==> src/rtl/DataTypes_pkg.sv <==
// Shared execute-stage operation encodings for the multicycle RISC-V core.
package DataTypes_pkg;

  typedef enum logic [3:0] {
    ALU_ADD  = 4'b0000,
    ALU_SUB  = 4'b0001,
    ALU_AND  = 4'b0010,
    ALU_OR   = 4'b0011,
    ALU_XOR  = 4'b0100,
    ALU_SLT  = 4'b0101,
    ALU_SLTU = 4'b0110,
    ALU_SLL  = 4'b0111,
    ALU_SRL  = 4'b1000,
    ALU_SRA  = 4'b1001,
    ALU_LUI  = 4'b1010
  } ALUop_t;

  // Encoding matches the RV32M funct3 field so decode can pass it straight through.
  typedef enum logic [2:0] {
    MDU_MUL    = 3'b000,
    MDU_MULH   = 3'b001,
    MDU_MULHSU = 3'b010,
    MDU_MULHU  = 3'b011,
    MDU_DIV    = 3'b100,
    MDU_DIVU   = 3'b101,
    MDU_REM    = 3'b110,
    MDU_REMU   = 3'b111
  } MDUop_t;

endpackage

==> src/rtl/muldiv_core.sv <==
// Unsigned iterative datapath: shift-add multiplier or restoring divider, one step per cycle.
module muldiv_core #(
  parameter int XLEN  = 32,
  parameter int CNT_W = $clog2(XLEN)
) (
  input  logic            clk,
  input  logic            reset,
  input  logic            load,
  input  logic            step,
  input  logic            is_div,
  input  logic [XLEN-1:0] op_a,
  input  logic [XLEN-1:0] op_b,
  output logic            last,
  output logic [XLEN-1:0] acc_hi,
  output logic [XLEN-1:0] acc_lo
);

  logic [2*XLEN-1:0] acc_q, acc_d;
  logic [XLEN-1:0]   opnd_q;
  logic              is_div_q;
  logic [CNT_W-1:0]  count_q;

  logic [XLEN:0]     add_sum;
  logic [XLEN:0]     shifted;
  logic [XLEN-1:0]   diff;
  logic              fits;

  // Multiply: acc = {partial, multiplier}; divide: acc = {remainder, dividend/quotient}.
  always_comb begin
    add_sum = {1'b0, acc_q[2*XLEN-1:XLEN]} + (acc_q[0] ? {1'b0, opnd_q} : '0);
    shifted = {acc_q[2*XLEN-1:XLEN], acc_q[XLEN-1]};
    diff    = shifted[XLEN-1:0] - opnd_q;
    fits    = shifted >= {1'b0, opnd_q};
    acc_d   = acc_q;
    if (is_div_q) begin
      if (fits) acc_d = {diff, acc_q[XLEN-2:0], 1'b1};
      else      acc_d = {shifted[XLEN-1:0], acc_q[XLEN-2:0], 1'b0};
    end else begin
      acc_d = {add_sum, acc_q[XLEN-1:1]};
    end
  end

  always_ff @(posedge clk) begin
    if (reset) begin
      acc_q    <= '0;
      opnd_q   <= '0;
      is_div_q <= 1'b0;
      count_q  <= '0;
    end else if (load) begin
      acc_q    <= {{XLEN{1'b0}}, (is_div ? op_a : op_b)};
      opnd_q   <= is_div ? op_b : op_a;
      is_div_q <= is_div;
      count_q  <= '0;
    end else if (step) begin
      acc_q    <= acc_d;
      count_q  <= count_q + 1'b1;
    end
  end

  assign last   = (count_q == CNT_W'(XLEN - 1));
  assign acc_hi = acc_q[2*XLEN-1:XLEN];
  assign acc_lo = acc_q[XLEN-1:0];

endmodule

==> src/rtl/muldiv_unit.sv <==
// RV32M multiply/divide unit: sign handling, special cases and control around muldiv_core.
module muldiv_unit
  import DataTypes_pkg::*;
#(
  parameter  int XLEN  = 32,
  localparam int CNT_W = $clog2(XLEN)
) (
  input  logic            clk,
  input  logic            reset,
  input  logic            Start,
  input  MDUop_t          MDUControl,
  input  logic [XLEN-1:0] SrcA,
  input  logic [XLEN-1:0] SrcB,
  output logic            Busy,
  output logic            Done,
  output logic [XLEN-1:0] MDUResult
);

  typedef enum logic [1:0] {StIdle, StBusy, StFix, StDone} state_t;

  state_t          state_q, state_d;
  MDUop_t          op_q;
  logic            neg_q;
  logic [XLEN-1:0] result_q;

  logic            a_signed, b_signed, sign_a, sign_b, neg_d;
  logic            is_div, is_rem, div_zero, overflow, special;
  logic [XLEN-1:0] abs_a, abs_b, special_res;
  logic            accept, core_load, core_step, core_last;
  logic [XLEN-1:0] acc_hi, acc_lo, qr_raw, qr_fix, fix_res;
  logic [2*XLEN-1:0] prod_fix;

  // Operand decode and sign capture.
  always_comb begin
    a_signed = (MDUControl == MDU_MUL) || (MDUControl == MDU_MULH) ||
               (MDUControl == MDU_MULHSU) || (MDUControl == MDU_DIV) ||
               (MDUControl == MDU_REM);
    b_signed = (MDUControl == MDU_MUL) || (MDUControl == MDU_MULH) ||
               (MDUControl == MDU_DIV) || (MDUControl == MDU_REM);
    sign_a   = a_signed & SrcA[XLEN-1];
    sign_b   = b_signed & SrcB[XLEN-1];
    abs_a    = sign_a ? (~SrcA + 1'b1) : SrcA;
    abs_b    = sign_b ? (~SrcB + 1'b1) : SrcB;
    is_div   = MDUControl[2];
    is_rem   = MDUControl[2] & MDUControl[1];
    neg_d    = is_rem ? sign_a : (sign_a ^ sign_b);
  end

  // Cases RV32M defines without a trap; answered at accept with no iteration.
  always_comb begin
    div_zero = is_div && (SrcB == '0);
    overflow = ((MDUControl == MDU_DIV) || (MDUControl == MDU_REM)) &&
               (SrcA == {1'b1, {(XLEN-1){1'b0}}}) && (SrcB == '1);
    special  = div_zero || overflow;
    if (div_zero) special_res = is_rem ? SrcA : '1;
    else          special_res = is_rem ? '0 : SrcA;
  end

  assign accept    = (state_q == StIdle) && Start;
  assign core_load = accept && !special;
  assign core_step = (state_q == StBusy);

  muldiv_core #(
    .XLEN  (XLEN),
    .CNT_W (CNT_W)
  ) u_core (
    .clk    (clk),
    .reset  (reset),
    .load   (core_load),
    .step   (core_step),
    .is_div (is_div),
    .op_a   (abs_a),
    .op_b   (abs_b),
    .last   (core_last),
    .acc_hi (acc_hi),
    .acc_lo (acc_lo)
  );

  // Multiply negates the full product before selecting a half; divide negates the chosen word.
  always_comb begin
    prod_fix = neg_q ? (~{acc_hi, acc_lo} + 1'b1) : {acc_hi, acc_lo};
    qr_raw   = op_q[1] ? acc_hi : acc_lo;
    qr_fix   = neg_q ? (~qr_raw + 1'b1) : qr_raw;
    if (op_q[2])              fix_res = qr_fix;
    else if (op_q == MDU_MUL) fix_res = prod_fix[XLEN-1:0];
    else                      fix_res = prod_fix[2*XLEN-1:XLEN];
  end

  always_comb begin
    state_d = state_q;
    unique case (state_q)
      StIdle: if (Start) state_d = special ? StDone : StBusy;
      StBusy: if (core_last) state_d = StFix;
      StFix:  state_d = StDone;
      StDone: state_d = StIdle;
      default: state_d = StIdle;
    endcase
  end

  always_ff @(posedge clk) begin
    if (reset) begin
      state_q  <= StIdle;
      op_q     <= MDU_MUL;
      neg_q    <= 1'b0;
      result_q <= '0;
    end else begin
      state_q <= state_d;
      if (accept) begin
        op_q  <= MDUControl;
        neg_q <= neg_d;
        if (special) result_q <= special_res;
      end
      if (state_q == StFix) result_q <= fix_res;
    end
  end

  assign Busy      = (state_q != StIdle);
  assign Done      = (state_q == StDone);
  assign MDUResult = result_q;

endmodule
==> config.mk <==
export PLATFORM = sky130hd
export DESIGN_NAME = muldiv_unit
export DESIGN_NICKNAME = d
export VERILOG_FILES = /design/src/rtl/DataTypes_pkg.sv /design/src/rtl/muldiv_core.sv /design/src/rtl/muldiv_unit.sv
export SDC_FILE = /design/constraint.sdc
export NUM_CORES = 1
export LEC_CHECK = 0
export BUFFER_PORTS_ARGS = -buffer_cell sky130_fd_sc_hd__buf_4
export CAP_MARGIN = 20
export CORE_ASPECT_RATIO = 0.9
export CORE_MARGIN = 3
export CORE_UTILIZATION = 35
export CTS_BUF_LIST = sky130_fd_sc_hd__clkbuf_8
export CTS_CLUSTER_DIAMETER = 100
export DETAILED_ROUTE_END_ITERATION = 16
export GPL_ROUTABILITY_DRIVEN = 0
export SYNTH_ARGS = -nofsm -noshare
export SYNTH_HDL_FRONTEND = slang
export SYNTH_SLANG_ARGS = --single-unit
==> constraint.sdc <==
create_clock -name clk -period 3.8 [get_ports clk]
set_input_delay 0.76 -clock clk [delete_from_list [all_inputs] [get_ports clk]]
set_output_delay 0.76 -clock clk [all_outputs]
set_load 0.01 [all_outputs]
# Word-level counts from Yosys, hierarchy flattened
# Cells that the tools add are included.
[totals] ff_bits=140 latchBits=0 mem_bits_rw=0 rom_bits=0 input_bits=70 out_inout_bits=34 wordCells=87 memories=0
[op_classes] add_sub_neg=7 multipliers=0 div=0 magnitude_cmp=1 n_eq_ne=12 shifts=0 mux=25 bitwise=8 reduce_logical=25
[ops] op="$mux W32" n=17
[ops] op="$mux W64" n=3
[ops] op="$add A32 B1 Y32 const B" n=3
[ops] op="$not A32 Y32" n=3
[ops] op="$add A64 B1 Y64 const B" n=1
[ops] op="$eq A32 B32 Y1 const B" n=2
[ops] op="$not A64 Y64" n=1
[ops] op="$add A32 B32 Y33" n=1
[ops] op="$ge A33 B32 Y1" n=1
[ops] op="$logic_not A32 Y1" n=1
[ops] op="$sub A32 B32 Y32" n=1
[ops] op="$logic_or A1 B1 Y1" n=8
[ops] op="$pmux W2 S4" n=1
[ops] op="$reduce_bool A2 Y1" n=4
[ops] op="$eq A3 B3 Y1 const B" n=2
[ops] op="$logic_not A3 Y1" n=2
[ops] op="$mux W2" n=3
[ops] op="$add A5 B1 Y5 const B" n=1
[ops] op="$eq A5 B5 Y1 const B" n=1
[ops] op="$logic_and A1 B1 Y1" n=5
[ops] op="$eq A2 B2 Y1 const B" n=2
[ops] op="$reduce_and A2 Y1" n=2
[ops] op="$and A1 B1 Y1" n=3
[ops] op="$eq A3 B1 Y1 const B" n=1
[ops] op="other kinds (9)" n=9

# Depth between registers and ports, before layout
# Gate-level depths: netlist (run 1).
[logic_depth] word_depth=9 mapped_depth=16 mapped_depth_nobuf=13

# Hierarchy
# From an unflattened synthesis (run 1), not the netlist that was laid out.
[hier_totals] hier_cells=2240 hier_area_um2=16532.1
[modules_own_cells] mod="muldiv_core" instances=1 cells_each=1142 area_per_inst_um2=9088.7 seq_area_each_um2=2042.0
[modules_own_cells] mod="muldiv_unit" instances=1 cells_each=1098 area_per_inst_um2=7443.4 seq_area_each_um2=760.7

# Worst setup path after synthesis (run 1)
# Ideal clock, no wire load.
[synth_timing] kind="reg2reg" startpoint="reg op_q[1]" endpoint="reg result_q[28], in the netlist MDUResult[28]" t_arrival_ns=3.715 slack_ns=-0.047 path_stages_with_launch=16 synth_period_minus_slack_ns=3.847 cell_sequence="dfxtp_1 buf_2 clkbuf_1 buf_2 buf_1 buf_1 mux2i_1 ha_1 nand2_1 or3_1 nor3_1 nand3_1 o31ai_1 xnor2_1 o32a_1 a21oi_1"
[synth_between] elab_chain_cells=6 word_cells_on_any_way=8 classes_between="add/sub: 1; mux: 5; bitwise: 1; reduce/logical: 1"
[synth_rtl] element="start, declared" line="muldiv_unit.sv:22" text="MDUop_t op_q;"
[synth_rtl] element="start signal, assigned" line="muldiv_unit.sv:109" text="op_q <= MDUControl;"
[synth_rtl] element="$mux W32" line="muldiv_unit.sv:82" text="qr_raw = op_q[1] ? acc_hi : acc_lo;"
[synth_rtl] element="$not A32 Y32" line="muldiv_unit.sv:83" text="qr_fix = neg_q ? (~qr_raw + 1'b1) : qr_raw;"
[synth_rtl] element="$add A32 B1 Y32" line="muldiv_unit.sv:83"
[synth_rtl] element="$mux W32" line="muldiv_unit.sv:83"
[synth_rtl] element="$mux W32 (*)" line="muldiv_unit.sv:84" text="if (op_q[2]) fix_res = qr_fix;"
[synth_rtl] element="$mux W32 (*)" line="muldiv_unit.sv:113" text="if (state_q == StFix) result_q <= fix_res;"
[synth_rtl] element="end signal, assigned" line="muldiv_unit.sv:111" text="if (special) result_q <= special_res;"
[synth_rtl] element="end signal, assigned" line="muldiv_unit.sv:113"
[synth_rtl] element="end, declared" line="muldiv_unit.sv:24" text="logic [XLEN-1:0] result_q;"
# Every way passes the cells marked *; elsewhere a longest branch is shown, timed or not.
# A chain may end at the register's enable or synchronous reset.

# Worst setup path after layout (run 1)
[layout_timing] startpoint="reg u_core.acc_q[4]" endpoint="reg result_q[31], in the netlist MDUResult[31]"
[layout_between] elab_chain_cells=6 word_cells_on_any_way=10 classes_between="add/sub: 2; mux: 6; bitwise: 2"
[layout_rtl] element="start, declared" line="muldiv_core.sv:18" text="logic [2*XLEN-1:0] acc_q, acc_d;"
[layout_rtl] element="start signal, assigned" line="muldiv_core.sv:50" text="acc_q <= {{XLEN{1'b0}}, (is_div ? op_a : op_b)};"
[layout_rtl] element="$not A64 Y64 / $mux W32 (equally long branches)" line="muldiv_unit.sv:81, muldiv_unit.sv:82"
[layout_rtl] element="$add A64 B1 Y64 / $not A32 Y32 (equally long branches)" line="muldiv_unit.sv:81, muldiv_unit.sv:83"
[layout_rtl] element="$mux W64 / $add A32 B1 Y32 (equally long branches)" line="muldiv_unit.sv:81, muldiv_unit.sv:83"
[layout_rtl] element="$mux W32 (on tied branches)" line="muldiv_unit.sv:85, muldiv_unit.sv:83"
[layout_rtl] element="$mux W32 (*)" line="muldiv_unit.sv:84"
[layout_rtl] element="$mux W32 (*)" line="muldiv_unit.sv:113"
# Marked as above.

==> metrics.txt, run 1 <==
CTS Sinks 140; peak supply drop between 0.2 and 0.3 mV; total power per unit cell area between 400 and 500 nW/um^2; largest net degree at the start of global routing between 70 and 80; Synth Area per Inst 6.91 um^2; Synth Register Bits 140; number of global-route vias before repair around 16k; area of the mapped netlist between 15000 and 20000 um^2; RSZ-0062 raised after global routing false; Starting Density around 36%; Final Max Tran Viols 0; CP arrival a little over 4 ns; max_slew headroom between 20% and 30%; CP Cell Sequence buf_4 > nor3_1 > o211ai_1 > or3_1 > nor2_1 > nand3_1 > or3b_1 > buf_4 > o21ai_0 > xor2_1 > o22ai_1 > nor3_1; worst min path class reg2reg; CTS max path bufs 2; CTS tree built; CP max-delay cell or3_1; FP Rows 73; Design Area, Final about 18000 um^2; post-layout min period about 3.7 ns; Synthesis Warnings 0; Net Count, Synth between 2k and 2.5k; CP top delay family simple AND/OR/NAND/NOR gates; layout cell share with drive strength beyond 1 between 10% and 20%; CTS clk-pin slew, worst paths approximately 0.10 ns; FILL cells about 4.6k; final hold viol count 0; global route overflow 0; HPWL Detailed ~51 mm; post-synthesis async set-or-reset flop share 0%; latest clock arrival within the worst-skew pair about 0.52 ns; status completed; CP Capture Type flip-flop; share of the synthesized area in the top cell type between 10% and 20%; root buffer cell clkbuf_8; CP required ~4.2 ns; Top FF cell, synth dfxtp_1; WS Path Type reg2reg; Post-CTS Setup Repair Bufs 0; Die H around 210 um; vias per cell 6.06; Num CTS Buffers 17; layout net count around 2.5k; Peak Freq approximately 0.27 GHz; Yosys cell types 85; drt pass-1 iters 9; Tcrit/Tclk final 96.2%; Area Growth Syn to Fin 14.6%; die area 47600 um^2; initial antenna violation count 1; core area 44300 um^2; wire length per cell between 20 and 25 um; first-pass GRT wire length roughly 99 mm; post-synthesis sequential area ratio between 10% and 20%; Synth area leader dfxtp_1; Buf+Inv Stages, Crit Path 2; Lkg Pwr between 7 and 8 nW; critical path startpoint category flip-flop; die width 230 um; Antenna Nets Post-Route 0; Setup Skew around 0.026 ns; Placed Cells 2930; total power 8.47 mW; Total Routed Length approximately 66 mm; Slew @ Worst Pin roughly 1.1 ns; Area after DPL 17600 um^2; CP max stage delay 0.51 ns; Clock H-tree levels 4; WHS between 0.4 and 0.5 ns; Area contributors post-synth dfxtp_1 18%, a21oi_1 7.1%, nand2_1 6.3%; Port Buffers between 100 and 150; # setup viols final 0; antenna cell count 0; I/O pin cnt 104; Post-synth EDFFs 0; DR iter-0 viols around 2.3k; global-route usage over all layers around a quarter; Synth Instances approximately 2.3k; Final Non-Filler Cells 2962; Max-Cap Viols 0; DRC Markers 0; Vias 17.9k; Max FO, Critical Path 7
state kept, by name, summed over array words and instances, names as in the netlist:
register,cells
state_q,2
op_q,3
MDUResult,32
u_core.acc_q,64
u_core.opnd_q,32
neg_q,1
u_core.is_div_q,1
u_core.count_q,5
routing by layer:
| metal | vias up | wire length [um] | track usage [%] | part of all wire, % |
|---|---|---|---|---|
| met5 | - | 0 | 0 | 0 |
| met4 | 0 | 2150 | 8.93 | 3.3 |
| li1 | 8417 | - | - | - |
| met2 | 921 | 27100 | 38.3 | 41 |
| met1 | 8491 | 28700 | 37.6 | 44 |
| met3 | 118 | 7560 | 7.35 | 12 |
report_power, final:
part / total, mW / internal, mW / switching [mW] / leakage (nW)
Sequential: 1.90 / 1.66 / 0.244 / 1.14
Clock: 1.35 / 0.555 / 0.795 / 0.209
Combinational: 5.22 / 1.98 / 3.25 / 5.80
cells in the mapped netlist, drive strengths merged (24+ instances only):
master	count
nor2	231
a211oi	44
o211ai	81
xnor2	86
o21ai	150
inv	62
xor2	80
mux2i	87
a21o	36
clkbuf	159
nor3	87
ha	76
buf	28
nand2	263
a21oi	224
dfxtp	140
nand3	51
nand2b	24
a31oi	30
nand4	26
through the flow:
step | worst slack, ns | util (%) | setup TNS [ns]
after floorplan | 0.100 | - | 0
after global placement | -0.0261 | 39.8 | -0.0261
after detailed placement | -0.0680 | 39.8 | -0.0680
after CTS | 0.114 | 40.7 | 0
after global routing | 0.0218 | 40.8 | 0
final | 0.144 | 40.8 | 0
cells in the final DEF, fill, tap and decap left out, types with 62 or more instances in the layout:
master,synthesis,layout
nor3_1,86,85
xnor2_1,86,86
nor2_1,231,229
a21oi_1,224,224
o21ai_0,144,144
nand2_1,263,263
mux2i_1,87,87
o211ai_1,81,81
buf_4,0,232
dfxtp_1,140,137
ha_1,76,74
inv_1,62,62
xor2_1,80,80
cells by family after synthesis:
logic type               after synthesis  synth area share (%)
XOR/XNOR                             166                  9.23
AO/OA/AOI/OAI                        717                  29.0
adder cells (fa/ha/maj)               82                  6.54
multiplexers                         105                  6.81
buffers and inverters                251                  6.13
flip-flops                           140                  17.8
AND/OR/NAND/NOR                      820                  24.5
what timing repair did:
| item | CTS | global route |
|---|---|---|
| setup endpoints to repair | 0 | 4 |
| resized for setup | 0 | 2 |
| hold buffers | 0 | 0 |
final timing paths:
path	start	to	slack, ns	cells after the start
hold / removal	u_core.opnd_q[13]$_SDFFE_PP0P_	u_core.opnd_q[13]$_SDFFE_PP0P_	0.46	2
hold reg to reg	u_core.opnd_q[13]$_SDFFE_PP0P_	u_core.opnd_q[13]$_SDFFE_PP0P_	0.46	2
setup reg to reg	u_core.acc_q[4]$_SDFFE_PP0P_	MDUResult[31]$_SDFFE_PP0P_	0.14	12
setup / recovery	u_core.acc_q[4]$_SDFFE_PP0P_	MDUResult[31]$_SDFFE_PP0P_	0.14	12
worst reg2reg max path, stage by stage, from the launching register on:
cell      delay [ns]
dfxtp_1         0.32
buf_4           0.17
nor3_1          0.46
o211ai_1        0.28
or3_1           0.51
nor2_1          0.17
nand3_1         0.16
or3b_1          0.46
buf_4           0.17
o21ai_0         0.37
xor2_1          0.27
o22ai_1         0.12
nor3_1          0.13
final cells by class:
cell class | count | area [um^2] | area share [%]
multi-input combinational | 1890 | 12000 | 66.6
sequential | 140 | 2810 | 15.5
timing repair buffer | 236 | 1820 | 10.1
tap | 600 | 751 | 4.16
inverter | 64 | 240 | 1.33
clock buffer | 17 | 234 | 1.30
clock inverter | 15 | 176 | 0.977
No activity file was read; power rests on OpenSTA's default activity.
==> run 2, diff against run 1 <==
--- a/config.mk
+++ b/config.mk
@@ -11,9 +11,11 @@
 export CORE_MARGIN = 3
 export CORE_UTILIZATION = 35
 export CTS_BUF_LIST = sky130_fd_sc_hd__clkbuf_8
-export CTS_CLUSTER_DIAMETER = 100
+export CTS_CLUSTER_DIAMETER = 120
 export DETAILED_ROUTE_END_ITERATION = 16
 export GPL_ROUTABILITY_DRIVEN = 0
+export MAX_ROUTING_LAYER = met4
 export SYNTH_ARGS = -nofsm -noshare
 export SYNTH_HDL_FRONTEND = slang
+export SYNTH_HIERARCHICAL = 1
 export SYNTH_SLANG_ARGS = --single-unit
==> metrics.txt, run 2 <==
status completed; layout cell share with drive strength beyond 1 16.0% (+2.1 points); post-synthesis sequential area ratio 17.0% (-0.83 points); global-route usage over all layers 27.0% (+0.58 points); Sequential Power Share 21.9% (-0.5 points); CTS Sinks 140 (unchanged); worst hold stages 2 (unchanged); CP Cell Sequence nor4_1 > nand3_1 > or4_1 > nor3_1 > mux2_2 > a221oi_1 > a211oi_1; Clock H-tree levels 4 (unchanged); Tcrit/Tclk final 94.4% (-1.8 points); Lkg Pwr 7.50 nW (+4.9%); Num CTS Buffers 17 (unchanged); CP required 4.18 ns (-0.06 ns); Sequential Area 2810 um^2 (+0.13%); Multi-input gate area 12800 um^2 (+6.7%); antenna cell count 0 (unchanged); met1 WL 30.1 mm (+4.7%); global route overflow 0 (unchanged); FP Rows 74 (+1.4%); CTS clk-pin slew, worst paths 0.10 ns (about the same); Yosys cell types 106 (+25%); I/O pin cnt 104 (unchanged); critical path startpoint category flip-flop; post-layout min period 3.59 ns (-0.0674 ns); Total Routed Length 68.6 mm (+4.6%); Post-CTS Setup Repair Bufs 0 (unchanged); first-pass GRT wire length 102 mm (+3.4%); max reg flops 64 (unchanged); Sw Ratio 51.1% (+0.54 points); peak supply drop 0.205 mV (-28%); max_slew headroom 29.9% (+5.6 points); Placed Cells 2932 (+0.068%); Starting Density 35.9% (+0.36 points); CP max stage delay 0.80 ns (+0.29 ns); initial antenna violation count 0 (-1); Area contributors post-synth dfxtp_1 17%, mux2i_1 10%, ha_1 5.8%; root buffer cell clkbuf_8; post_cts resized 0 (unchanged); most frequent cells in the layout 250 x nor2_1, 243 x buf_4, 178 x a21oi_1, 173 x nand2_1, 166 x mux2i_1; Net Count, Synth 2388 (-1.7%); CTS tree built; area of the mapped netlist 16500 um^2 (+4.9%); dpl ws -0.0769 ns (-0.00891 ns); CP Capture Type flip-flop; HPWL Detailed 53.7 mm (+4.5%); CP arrival 3.97 ns (-0.13 ns); wire length per cell 23.1 um (+4.5%); hold buffer count at cts 0 (unchanged); Critical R2R Capture MDUResult[27]$_SDFFE_PP0P_; # setup viols final 0 (unchanged); CP max-delay cell or4_1; Port Buffers 103 (unchanged); Setup Skew 0.0212 ns (-0.00429 ns); Post-synth top cells 252 x nor2_1, 178 x a21oi_1, 173 x nand2_1, 166 x mux2i_1, 140 x dfxtp_1; DR iter-0 viols 2640 (+17%); Endpoint, Worst Hold MDUResult[0]$_SDFFE_PP0P_; Synth Area per Inst 7.38 um^2 (+6.8%); met2 wire length 28.2 mm (+3.9%); Top FF cell, synth dfxtp_1; Design Area, Final 19000 um^2 (+5.3%); WS Path Type reg2reg; Max-Cap Viols 0 (unchanged); Synth area leader dfxtp_1; die area 49900 um^2 (+4.8%); Slew @ Worst Pin 1.05 ns (-0.0835 ns); Clk network pwr share 14.2% (-1.7 points); final worst slack 0.211 ns (+0.0674 ns); Post-synth EDFFs 0 (unchanged); core area 46000 um^2 (+3.9%); worst min path class reg2reg; WHS 0.506 ns (+0.0495 ns); final hold viol count 0 (unchanged); Largest Register u_core/acc_q; drt pass-1 iters 6 (-3); Vias 18.5k (+3.3%); FILL cells 4748 (+2.3%); Synth Instances 2240 (-1.8%); WL met3 7.84 mm (+3.6%); total power 9.29 mW (+9.6%); worst r2r path cells 7 (-5); Final Max Tran Viols 0 (unchanged); commonest non-fill, non-tap cell in the layout nor2_1; number of global-route vias before repair 17.0k (+4.0%); share of the synthesized area in the top cell type 17.0% (-0.83 points); Antenna Nets Post-Route 0 (unchanged); Max FO, Critical Path 11 (+4); Synthesis Warnings 6 (+6); Final Non-Filler Cells 2965 (+0.10%); internal power 4.54 mW (+8.4%); die width 235 um (+2.4%); Die H 212 um (+2.4%); post-synthesis async set-or-reset flop share 0% (unchanged); largest net degree at the start of global routing 106 (+49%); Synth Register Bits 140 (unchanged); Logic pwr share 63.9% (+2.3 points); latest clock arrival within the worst-skew pair 0.52 ns (about the same); RSZ-0062 raised after global routing false; count leader, synth nor2_1; R2R Path Start u_core/acc_q[7]$_SDFFE_PP0P_; CTS max path bufs 2 (unchanged); Area Growth Syn to Fin 14.9%; vias per cell 6.25 (+3.1%); layout net count 2492 (-0.20%); Area after DPL 18600 um^2 (+5.2%); DR top layer met4; total power per unit cell area 489 nW/um^2 (+4.2%); Worst Hold Launch MDUResult[0]$_SDFFE_PP0P_; switching pwr 4.75 mW (+11%); Peak Freq 0.279 GHz (+1.9%); setup slack, reg-to-reg 0.21 ns (+0.07 ns); DRC Markers 0 (unchanged)
[run 2: per-stage QoR]
step                utilization, %  TNS (ns)
floorplan                        -         0
global placement              40.3    -0.103
detailed placement            40.3    -0.146
CTS                           41.2         0
global route                  41.3         0
finish                        41.3         0
[run 2: area by class of cell]
type | instances | area share (%)
Multi-Input combinational cell | 1872 | 67.5
Tap cell | 608 | 4.00
Sequential cell | 140 | 14.8
Clock buffer | 17 | 1.23
Timing Repair Buffer | 249 | 10.3
Inverter | 64 | 1.26
Clock inverter | 15 | 0.902
[run 2: worst max-delay path by stage]
| stage | from | endpoint | slack, ns | cells past startpoint |
|---|---|---|---|---|
| 4_1_cts | u_core/acc_q[0]$_SDFFE_PP0P_ | u_core/acc_q[60]$_SDFFE_PP0P_ | 0.27 | 12 |
| 2_1_floorplan | op_q[1]$_SDFFE_PP0P_ | MDUResult[26]$_SDFFE_PP0P_ | 0.05 | 14 |
| 5_1_grt | u_core/acc_q[4]$_SDFFE_PP0P_ | MDUResult[7]$_SDFFE_PP0P_ | 0.08 | 8 |
| 6_report | u_core/acc_q[7]$_SDFFE_PP0P_ | MDUResult[27]$_SDFFE_PP0P_ | 0.21 | 7 |
| 3_3_place_gp | SrcB[1] | u_core/acc_q[30]$_SDFFE_PP0P_ | -0.06 | 12 |
| 3_5_place_dp | SrcB[1] | u_core/acc_q[30]$_SDFFE_PP0P_ | -0.08 | 12 |
[run 2: layer usage]
metal | up-vias | track usage (%)
met5 | - | -
met4 | 0 | 9.71
met3 | 155 | 6.68
met2 | 1036 | 38.3
met1 | 8803 | 37.1
li1 | 8537 | -
[run 2: worst max-delay path, delay by kind of cell, from the launching register on]
| kind | cells | cell delay, ns |
|---|---|---|
| AOI/OAI and AO/OA | 2 | 0.74 |
| DFF | 1 | 0.45 |
| muxes | 1 | 0.35 |
| and+or+nand+nor | 4 | 1.92 |
[run 2: cells by family after synthesis]
family	after synthesis	synth area share, %
muxes	194	12.0
xor gates and xnor gates	160	8.48
AOI/OAI and AO/OA	685	28.4
adders and majority gates	81	6.18
and+or+nand+nor	752	22.3
DFF	140	17.0
buffers and inverters	228	5.65
[run 2: power by group through the flow]
stage / Sequential, mW / Combinational, mW / Clock [mW]
after floorplan: 1.96 / 3.90 / 0
after global placement: 2.04 / 5.61 / 0
after detailed placement: 2.05 / 5.70 / 0
after CTS: 2.01 / 5.72 / 1.33
after global routing: 2.05 / 6.38 / 1.37
final: 2.03 / 5.94 / 1.32
